==> config.mk <==
export PLATFORM = sky130hd
export DESIGN_NAME = scene_timing_gen
export DESIGN_NICKNAME = d
export VERILOG_FILES = /design/src/rtl/scene_timing_pkg.sv /design/src/rtl/scene_timing_gen_axis.sv /design/src/rtl/scene_timing_gen.sv
export SDC_FILE = /design/constraint.sdc
export NUM_CORES = 1
export LEC_CHECK = 0
export BUFFER_PORTS_ARGS = -buffer_cell sky130_fd_sc_hd__buf_4
export CORE_ASPECT_RATIO = 1.25
export CORE_MARGIN = 8
export CORE_UTILIZATION = 30
export DETAILED_ROUTE_END_ITERATION = 10
export GPL_TIMING_DRIVEN = 0
export SYNTH_ARGS = -nofsm -noshare
export SYNTH_HDL_FRONTEND = slang
export SYNTH_SLANG_ARGS = --single-unit
export TNS_END_PERCENT = 5
==> constraint.sdc <==
create_clock -name clk_pix -period 2.2 [get_ports clk_pix]
set_input_delay 0.33 -clock clk_pix [delete_from_list [all_inputs] [get_ports clk_pix]]
set_output_delay 0.33 -clock clk_pix [all_outputs]
set_load 0.005 [all_outputs]
==> src/rtl/scene_timing_pkg.sv <==
// Shared 640x480@60 scene timing constants.
// Used by scene_timing_gen and by the overlay renderers that consume its outputs.
// Contents: per-axis active/porch/sync lengths, axis totals, default sync levels,
// and a helper that maps "sync active" to a pin level for a given polarity.
package scene_timing_pkg;

  localparam int VGA_H_ACTIVE = 640;
  localparam int VGA_H_FP     = 16;
  localparam int VGA_H_SYNC   = 96;
  localparam int VGA_H_BP     = 48;
  localparam int VGA_H_TOTAL  = VGA_H_ACTIVE + VGA_H_FP + VGA_H_SYNC + VGA_H_BP;

  localparam int VGA_V_ACTIVE = 480;
  localparam int VGA_V_FP     = 10;
  localparam int VGA_V_SYNC   = 2;
  localparam int VGA_V_BP     = 33;
  localparam int VGA_V_TOTAL  = VGA_V_ACTIVE + VGA_V_FP + VGA_V_SYNC + VGA_V_BP;

  // Default sync polarity is active-low.
  localparam logic SYNC_ACTIVE = 1'b0;
  localparam logic SYNC_IDLE   = 1'b1;

  // Pin level for a sync signal: pol = 0 means active-low.
  function automatic logic sync_level(input logic active, input int pol);
    return (pol != 0) ? active : ~active;
  endfunction

endpackage

==> src/rtl/scene_timing_gen_axis.sv <==
// raster_axis_counter: one raster axis (horizontal or vertical).
// Holds the axis counter (0..TOTAL-1, reset to TOTAL-1) and exposes the value it
// will take on the next edge, so the parent can register outputs that describe
// the counter in the same cycle the counter takes that value.
// Ports:
//   clk, rst     clock, asynchronous active-high reset
//   en           advance the counter on this edge
//   cnt_next     counter value after the next edge
//   wrap         the next edge takes the counter from TOTAL-1 back to 0
//   active_next  cnt_next lies in the active region
//   sync_next    cnt_next lies in the sync pulse region
module raster_axis_counter #(
  parameter int ACTIVE = 640,
  parameter int FP     = 16,
  parameter int SYNC   = 96,
  parameter int BP     = 48,
  parameter int CW     = 10
) (
  input  logic          clk,
  input  logic          rst,
  input  logic          en,
  output logic [CW-1:0] cnt_next,
  output logic          wrap,
  output logic          active_next,
  output logic          sync_next
);

  localparam int            TOTAL    = ACTIVE + FP + SYNC + BP;
  localparam logic [CW-1:0] LAST     = CW'(TOTAL - 1);
  localparam logic [CW-1:0] ACT_END  = CW'(ACTIVE);
  localparam logic [CW-1:0] SYNC_BEG = CW'(ACTIVE + FP);
  localparam logic [CW-1:0] SYNC_END = CW'(ACTIVE + FP + SYNC);

  logic [CW-1:0] cnt;

  always_comb begin
    wrap = en && (cnt == LAST);
    if (!en)
      cnt_next = cnt;
    else if (cnt == LAST)
      cnt_next = '0;
    else
      cnt_next = cnt + CW'(1);
    active_next = (cnt_next < ACT_END);
    sync_next   = (cnt_next >= SYNC_BEG) && (cnt_next < SYNC_END);
  end

  always_ff @(posedge clk or posedge rst) begin
    if (rst)
      cnt <= LAST;
    else
      cnt <= cnt_next;
  end

endmodule

==> src/rtl/scene_timing_gen.sv <==
// scene_timing_gen: raster timing source for the scene pixel interface.
// Generates 640x480@60 sync/de, pixel coordinates, a 16-bit frame counter and an
// 8-bit day/night fade level. Every output is registered and describes the
// counter position held in the same cycle (zero latency to the renderers).
// Ports:
//   clk_pix        pixel clock
//   rst            asynchronous reset, active-high
//   fade_hold      1 = freeze fade prescaler and fade_level
//   fade_load      strobe: load fade_load_val into fade_level, clear prescaler
//   fade_load_val  value for fade_load
//   hsync, vsync   sync outputs, level per SYNC_POL
//   de             visible region
//   pixel_x/y      coordinate in the visible region, all-ones outside it
//   line_start     first cycle of each line
//   frame_start    first cycle of each frame
//   frame_count    frame index, wraps FFFF->0000
//   fade_level     sawtooth day/night phase
module scene_timing_gen
  import scene_timing_pkg::*;
#(
  parameter int         H_ACTIVE  = VGA_H_ACTIVE,
  parameter int         H_FP      = VGA_H_FP,
  parameter int         H_SYNC    = VGA_H_SYNC,
  parameter int         H_BP      = VGA_H_BP,
  parameter int         V_ACTIVE  = VGA_V_ACTIVE,
  parameter int         V_FP      = VGA_V_FP,
  parameter int         V_SYNC    = VGA_V_SYNC,
  parameter int         V_BP      = VGA_V_BP,
  parameter int         XW        = 10,
  parameter int         YW        = 9,
  parameter int         VCW       = 10,
  parameter int         SYNC_POL  = 0,
  parameter int         FADE_DIV  = 2,
  parameter logic [7:0] FADE_INIT = 8'd0
) (
  input  logic          clk_pix,
  input  logic          rst,
  input  logic          fade_hold,
  input  logic          fade_load,
  input  logic [7:0]    fade_load_val,
  output logic          hsync,
  output logic          vsync,
  output logic          de,
  output logic [XW-1:0] pixel_x,
  output logic [YW-1:0] pixel_y,
  output logic          line_start,
  output logic          frame_start,
  output logic [15:0]   frame_count,
  output logic [7:0]    fade_level
);

  localparam logic SYNC_IDL = sync_level(1'b0, SYNC_POL);

  logic [XW-1:0]       h_next;
  logic [VCW-1:0]      v_next;
  logic                h_wrap, v_wrap;
  logic                h_active_next, v_active_next;
  logic                h_sync_next, v_sync_next;
  logic                frame_wrap;
  logic [FADE_DIV-1:0] prescaler;
  logic                unused_v_msb;

  raster_axis_counter #(
    .ACTIVE (H_ACTIVE),
    .FP     (H_FP),
    .SYNC   (H_SYNC),
    .BP     (H_BP),
    .CW     (XW)
  ) u_h_axis (
    .clk         (clk_pix),
    .rst         (rst),
    .en          (1'b1),
    .cnt_next    (h_next),
    .wrap        (h_wrap),
    .active_next (h_active_next),
    .sync_next   (h_sync_next)
  );

  raster_axis_counter #(
    .ACTIVE (V_ACTIVE),
    .FP     (V_FP),
    .SYNC   (V_SYNC),
    .BP     (V_BP),
    .CW     (VCW)
  ) u_v_axis (
    .clk         (clk_pix),
    .rst         (rst),
    .en          (h_wrap),
    .cnt_next    (v_next),
    .wrap        (v_wrap),
    .active_next (v_active_next),
    .sync_next   (v_sync_next)
  );

  // v only advances on h wrap, so a v wrap is already a full frame wrap.
  assign frame_wrap   = v_wrap;
  // Visible lines fit in YW bits; the counter's upper bits only matter in blanking.
  assign unused_v_msb = ^v_next[VCW-1:YW];

  always_ff @(posedge clk_pix or posedge rst) begin
    if (rst) begin
      hsync       <= SYNC_IDL;
      vsync       <= SYNC_IDL;
      de          <= 1'b0;
      pixel_x     <= '1;
      pixel_y     <= '1;
      line_start  <= 1'b0;
      frame_start <= 1'b0;
      frame_count <= '1;
      fade_level  <= FADE_INIT;
      prescaler   <= '0;
    end else begin
      hsync       <= sync_level(h_sync_next, SYNC_POL);
      vsync       <= sync_level(v_sync_next, SYNC_POL);
      de          <= h_active_next && v_active_next;
      pixel_x     <= h_active_next ? h_next : '1;
      pixel_y     <= v_active_next ? v_next[YW-1:0] : '1;
      line_start  <= h_wrap;
      frame_start <= frame_wrap;
      if (frame_wrap)
        frame_count <= frame_count + 16'd1;
      // A load wins over both a coincident step and fade_hold.
      if (fade_load) begin
        fade_level <= fade_load_val;
        prescaler  <= '0;
      end else if (frame_wrap && !fade_hold) begin
        if (prescaler == '1) begin
          prescaler  <= '0;
          fade_level <= fade_level + 8'd1;
        end else begin
          prescaler <= prescaler + FADE_DIV'(1);
        end
      end
    end
  end

endmodule

==> impl_metrics.yaml, run 1 <==
timing:
  fin_crit_sh: 0.997
  fin_crit_ps: 2190
  fin_skew_ps: 5.57
  drv_slew: 0
  clock.fmax_ghz: 0.456
  rsz0062_at_grt: "true"
  hold_violations: 0
  setup_violations: 0
  tightest_slew_ps: 827
  max-slew-margin-rel: 0.449
worst_setup_path:
  reg2regPathDepth: 7
  critPathCaptureType: "flop"
  setup.worst_path.start_class: "flop"
  cp_slowest_cell: "dfstp_2"
  reg2reg_setup_slack_ps: 6
  crit_end: "vsync$_DFF_PP1_"
  cpPeakStageDelay_ps: 580
  r2r-end: "vsync$_DFF_PP1_"
  critPathMaxFanout: 7
  cp-startpoint: "u_h_axis.cnt[0]$_DFF_PP1_"
  critical_path_arrival_ps: 2420
  critPathKind: "flop to flop"
  crit_chain: "ha_4, and3_1, buf_6, nand3_4, or3_4, a2111oi_4, nand4_1"
  r2r-start: "u_h_axis.cnt[0]$_DFF_PP1_"
  crit_required_ps: 2420
placed_design:
  place_hpwl_um: 5590
  port_buffers: 58
  gp_congestion: 0.836
status:
  outcome: "completed"
pwr:
  intPower_mw: 2.11
  p_leak_nw: 2.04
  p_seq_frac: 0.489
  switching_share: 0.208
  power_switching_mw: 0.554
  clkPwrFrac: 0.476
  pwr-share-comb: 0.035
  ir_drop_mv: 0.254
  p_total_mw: 2.67
  powerDensity_nw_per_um2: 591
drt:
  routedWlPerCell_um: 15.5
  vias: 2588
  dr.pass1.iters: 4
  drc: 0
  routed_wl_um: 8180
  ant_nets: 0
  vias_per_cell: 4.91
  drt_iter0_markers: 103
floorplan:
  rows: 43
  die_area_um2: 14800
  die_h_um: 134
  start_util: 0.304
  core-area_um2: 11000
  io_pins: 60
  die_w_um: 110
clocking:
  cts-root-buf: "clkbuf_16"
  hold_buffers: 0
  clk_latency_ps: 330
  clock_path_buffers: 2
  clock-sinks: 69
  htreeDepth: 3
  clkTransAtPathRegs_ps: 50
  cts_tree: "yes"
  numCtsBuffers: 9
synthesis:
  synth_top_area_frac: 0.362
  synth_ff_type: "dfstp_2"
  syn-cell-area_um2: 3340
  synth_top_area_cell: "dfstp_2"
  ys_ff_latch: 69
  synth_common_cells: "dfstp_2 (46), nand2_1 (32), dfrtp_1 (23), xnor2_1 (23), nand3_1 (21)"
  syn_inst: 309
  synth.distinct_cells: 51
  syn_nets: 327
  synth.most_common_cell: "dfstp_2"
  synth-seq-area-share: 0.535
  syn_area_per_cell_um2: 10.8
  synth_edf_count: 0
  synthTopCellsByArea: "dfstp_2 (36%), dfrtp_1 (17%), xnor2_1 (6.0%)"
  synthArstFlopShare: 1.00
  yosysWarnings: 0
cells_and_area:
  drive_above_1_share: 0.429
  diodes: 0
  final_nets: 406
  utilization: 0.411
  area_growth_pct: 35.4
global_routing:
  use_met1: 0.135
  track_usage: 0.116
  grt_max_degree: 70
  met3_usage: 0.0374
  grt_busiest_layer: "met2"
  grt_pass1_wl_um: 13300
  antenna_found_initial: 0
  grt_pass1_vias: 2682
  use_met2: 0.184
  grt_overflow: 0
job:
  max_cap_violations: 0
min_path:
  hold_path.class: "input pin to async pin"
## critical path: cells and delay by family, from the launching register on
| kind | cells | cell delay [ps] |
|---|---|---|
| adders and majority gates | 1 | 160 |
| AOI/OAI and AO/OA | 1 | 370 |
| DFF | 1 | 580 |
| buffers and inverters | 1 | 140 |
| and+or+nand+nor | 4 | 840 |
## how the worst min path moves through the flow
stage,startpoint,to,depth (start not counted)
after floorplan,fade_load_val[0],fade_level[0]$_DFFE_PP0P_,2
after global placement,frame_count[15]$_DFFE_PP1P_,frame_count[15]$_DFFE_PP1P_,1
after detailed placement,frame_count[1]$_DFFE_PP1P_,frame_count[1]$_DFFE_PP1P_,2
after CTS,fade_load_val[0],fade_level[0]$_DFFE_PP0P_,3
after global routing,fade_load_val[0],fade_level[0]$_DFFE_PP0P_,3
final,rst,fade_level[6]$_DFFE_PP0P_,2
## power by group through the flow
stage	clock [mW]	combinational [mW]	sequential, mW
finish	1.27	0.0939	1.31
global route	1.36	0.106	1.31
CTS	1.32	0.0968	1.30
detailed placement	0	0.0952	1.32
global placement	0	0.0938	1.32
floorplan	0	0.0449	1.32
## layer usage
metal  vias up  part of all wire
li1       1239                 -
met1      1254              0.40
met2        75              0.51
met3        20             0.064
met4         0             0.027
met5         -                 0
## stage by stage
stage          instance area, um^2  std cells  setup slack (ps)  hold slack (ps)  TNS, ps
2_1_floorplan                 3340        309              4.57              451        0
3_3_place_gp                  3940        502              -642              477   -24560
3_5_place_dp                  3940        502              -470              486   -10150
4_1_cts                       4390        518             -25.1              195    -60.7
5_1_grt                       4520        527              -125              210    -1430
6_report                      4520        527              6.48              188        0
## state kept, by name (all words and copies together) (netlist names)
signal and count:
line_start 1, u_h_axis.cnt 9, frame_count 16, u_v_axis.cnt 10, hsync 1, fade_level 8
vsync 1, frame_start 1, de 1, pixel_y 9, pixel_x 10, prescaler 2
## cells by family (layout without fill, tap and decap cells)
family	count (synthesis)	in the layout	share of synthesized area
simple gates	136	136	0.237
compound gates	35	35	0.0701
fa+ha+maj	6	6	0.0225
xor+xnor	34	34	0.0893
flops	69	69	0.535
buf+inv	25	108	0.0334
mux	4	4	0.0124
## layout by cell type, fill, tap and decap left out, types with 4 or more instances in the layout
cell,n
and2_1,7
and3_1,7
buf_4,73
buf_6,4
clkbuf_1,5
clkbuf_16,9
dfrtp_1,22
dfstp_2,46
ha_1,4
inv_1,9
nand2_1,31
nand2b_1,12
nand3_1,19
nand4_1,13
nor2_1,16
nor4_4,5
o21ai_0,12
o21ai_1,5
xnor2_1,23
xor2_1,11
## what timing repair did
item / CTS / global route
gates cloned: 0 / 0
setup endpoints to repair: 49 / 34
pin swaps: 9 / 12
resized for setup: 31 / 14
setup buffers: 4 / 10
## area by class of cell
cell class	instances	area, um^2
timing repair buffer	72	544
buffer	10	100
clock buffer	13	250
fill	1082	6460
clock inverter	2	10.0
sequential	69	1790
tap	135	169
inverter	11	43.8
multi-input combinational	215	1610
Power figures use the tool's default switching activity.
==> inputs of run 2 (changes only) <==
BUFFER_PORTS_ARGS = -buffer_cell sky130_fd_sc_hd__buf_2   (was -buffer_cell sky130_fd_sc_hd__buf_4)
==> impl_metrics.yaml, run 2 (same netlist as run 1, synthesis figures left out) <==
status:
  outcome: "completed"
global_routing:
  track_usage: 0.114
  grt_pass1_vias: 2625
  grt_overflow: 0
  antenna_found_initial: 0
  grt_pass1_wl_um: 13300
  grt_max_degree: 70
cells_and_area:
  final_cell_mix: "buf_2 (58), dfstp_2 (46), nand2_1 (31), xnor2_1 (23), dfrtp_1 (21)"
  final_nets: 401
  largest_reg_flops: 16
  diodes: 0
  final_cell_count_no_fill: 523
  top_register: "frame_count"
  drive_above_1_share: 0.418
  area_growth_pct: 30.8
  post-route-cell-area_um2: 4360
  mostFrequentLayoutCell: "buf_2"
  top_regs: "frame_count x16, pixel_x x10, u_v_axis.cnt x10"
floorplan:
  core-area_um2: 11000
  die_w_um: 110
  die_h_um: 134
  die_area_um2: 14800
  start_util: 0.304
  rows: 43
  io_pins: 60
pwr:
  powerDensity_nw_per_um2: 633
  p_leak_nw: 2.03
  ir_drop_mv: 0.261
  p_total_mw: 2.76
timing:
  drv_slew: 0
  setup_violations: 0
  hold_violations: 0
  tightest_slew_ps: 829
  max-slew-margin-rel: 0.447
  fin_crit_ps: 2180
  clock.fmax_ghz: 0.458
  fin_crit_sh: 0.992
  fin_ws_ps: 18.0
  fin_skew_ps: 4.69
  rsz0062_at_grt: "true"
drt:
  met1_length_um: 3220
  drt_iter0_markers: 123
  dr.pass1.iters: 4
  wl_met3_um: 498
  highest_layer: "met4"
  vias_per_cell: 4.90
  routed_wl_um: 7860
  vias: 2563
  routedWlPerCell_um: 15.0
  dr_wl_met2_um: 4010
  ant_nets: 0
  drc: 0
placed_design:
  port_buffers: 58
  gp_congestion: 0.842
  placed_area_um2: 3800
  place_hpwl_um: 5570
  dp.cells: 502
  place_ws_ps: -459
clocking:
  htreeDepth: 3
  cts-root-buf: "clkbuf_16"
  clock-sinks: 69
  clkTransAtPathRegs_ps: 50
  hold_buffers: 0
  numCtsBuffers: 9
  cts_tree: "yes"
  clk_latency_ps: 330
  clock_path_buffers: 2
worst_setup_path:
  critPathKind: "flop to flop"
  critPathMaxFanout: 7
  critPathCaptureType: "flop"
  cpPeakStageDelay_ps: 580
  crit_family: "simple AND/OR/NAND/NOR gates"
  reg2reg_setup_slack_ps: 20
  crit_chain: "ha_4, and3_1, buf_6, nand3_4, or3_4, a2111oi_4, nand4_1"
  critical_path_arrival_ps: 2400
  cp_num_buf_inv: 1
  setup.worst_path.start_class: "flop"
  cp_slowest_cell: "dfstp_2"
  crit_required_ps: 2420
job:
  max_cap_violations: 0
min_path:
  hold_path.class: "input pin to async pin"
run 2: cell types whose count changed in the layout (fill, tap and decap cells not counted), sizes merged:
cell,delta
buf,-5
clkbuf,+3
clkinv,-2
run 2: power by group:
| group | internal (mW) | total [mW] | switching [mW] |
|---|---|---|---|
| sequential | 1.29 | 1.30 | 0.0162 |
| combinational | 0.0315 | 0.0816 | 0.0501 |
| clock | 0.887 | 1.38 | 0.488 |
run 2: worst reg2reg max path: cells and delay by family, from the launching register on:
family | cells | cell delay, ps
and+or+nand+nor | 4 | 840
buffers and inverters | 1 | 140
AOI/OAI and AO/OA | 1 | 360
adders and majority gates | 1 | 160
DFF | 1 | 580
run 2: layout make-up:
class                           count  area [um^2]
Buffer                             10          109
Sequential cell                    69         1790
Clock buffer                       16          292
Fill cell                        1085         6610
Tap cell                          135          169
Timing Repair Buffer               67          358
Multi-Input combinational cell    215         1600
Inverter                           11         43.8
run 2: path summary, 6_finish.rpt:
path,depth (start not counted),from,endpoint
worst max-delay path,7,u_h_axis.cnt[0]$_DFF_PP1_,vsync$_DFF_PP1_
worst max register to register,7,u_h_axis.cnt[0]$_DFF_PP1_,vsync$_DFF_PP1_
max in group asynchronous,2,rst,u_v_axis.cnt[6]$_DFF_PP0_
min in group clk_pix,3,fade_load_val[0],fade_level[0]$_DFFE_PP0P_
worst min-delay path,2,rst,line_start$_DFF_PP0_
worst min register to register,2,frame_count[1]$_DFFE_PP1P_,frame_count[1]$_DFFE_PP1P_
run 2: stage by stage:
| stage | TNS, ps | util | hold WS (ps) |
|---|---|---|---|
| floorplan | 0 | - | 451 |
| global placement | -24930 | 0.346 | 475 |
| detailed placement | -9310 | 0.346 | 479 |
| CTS | -126 | 0.388 | 203 |
| global route | -812 | 0.397 | 226 |
| finish | 0 | 0.397 | 190 |
run 2: what timing repair did:
item,4_1_cts,5_1_grt
gates resized for setup,32,12
buffers inserted,2,7
pin swaps,11,16
setup endpoints to repair,49,37
run 2: routing by layer:
metal | global-route usage | vias to the layer above
met2 | 0.185 | 56
met4 | 0.0549 | 0
met3 | 0.0374 | 10
met5 | 0 | -
li1 | - | 1230
met1 | 0.131 | 1267
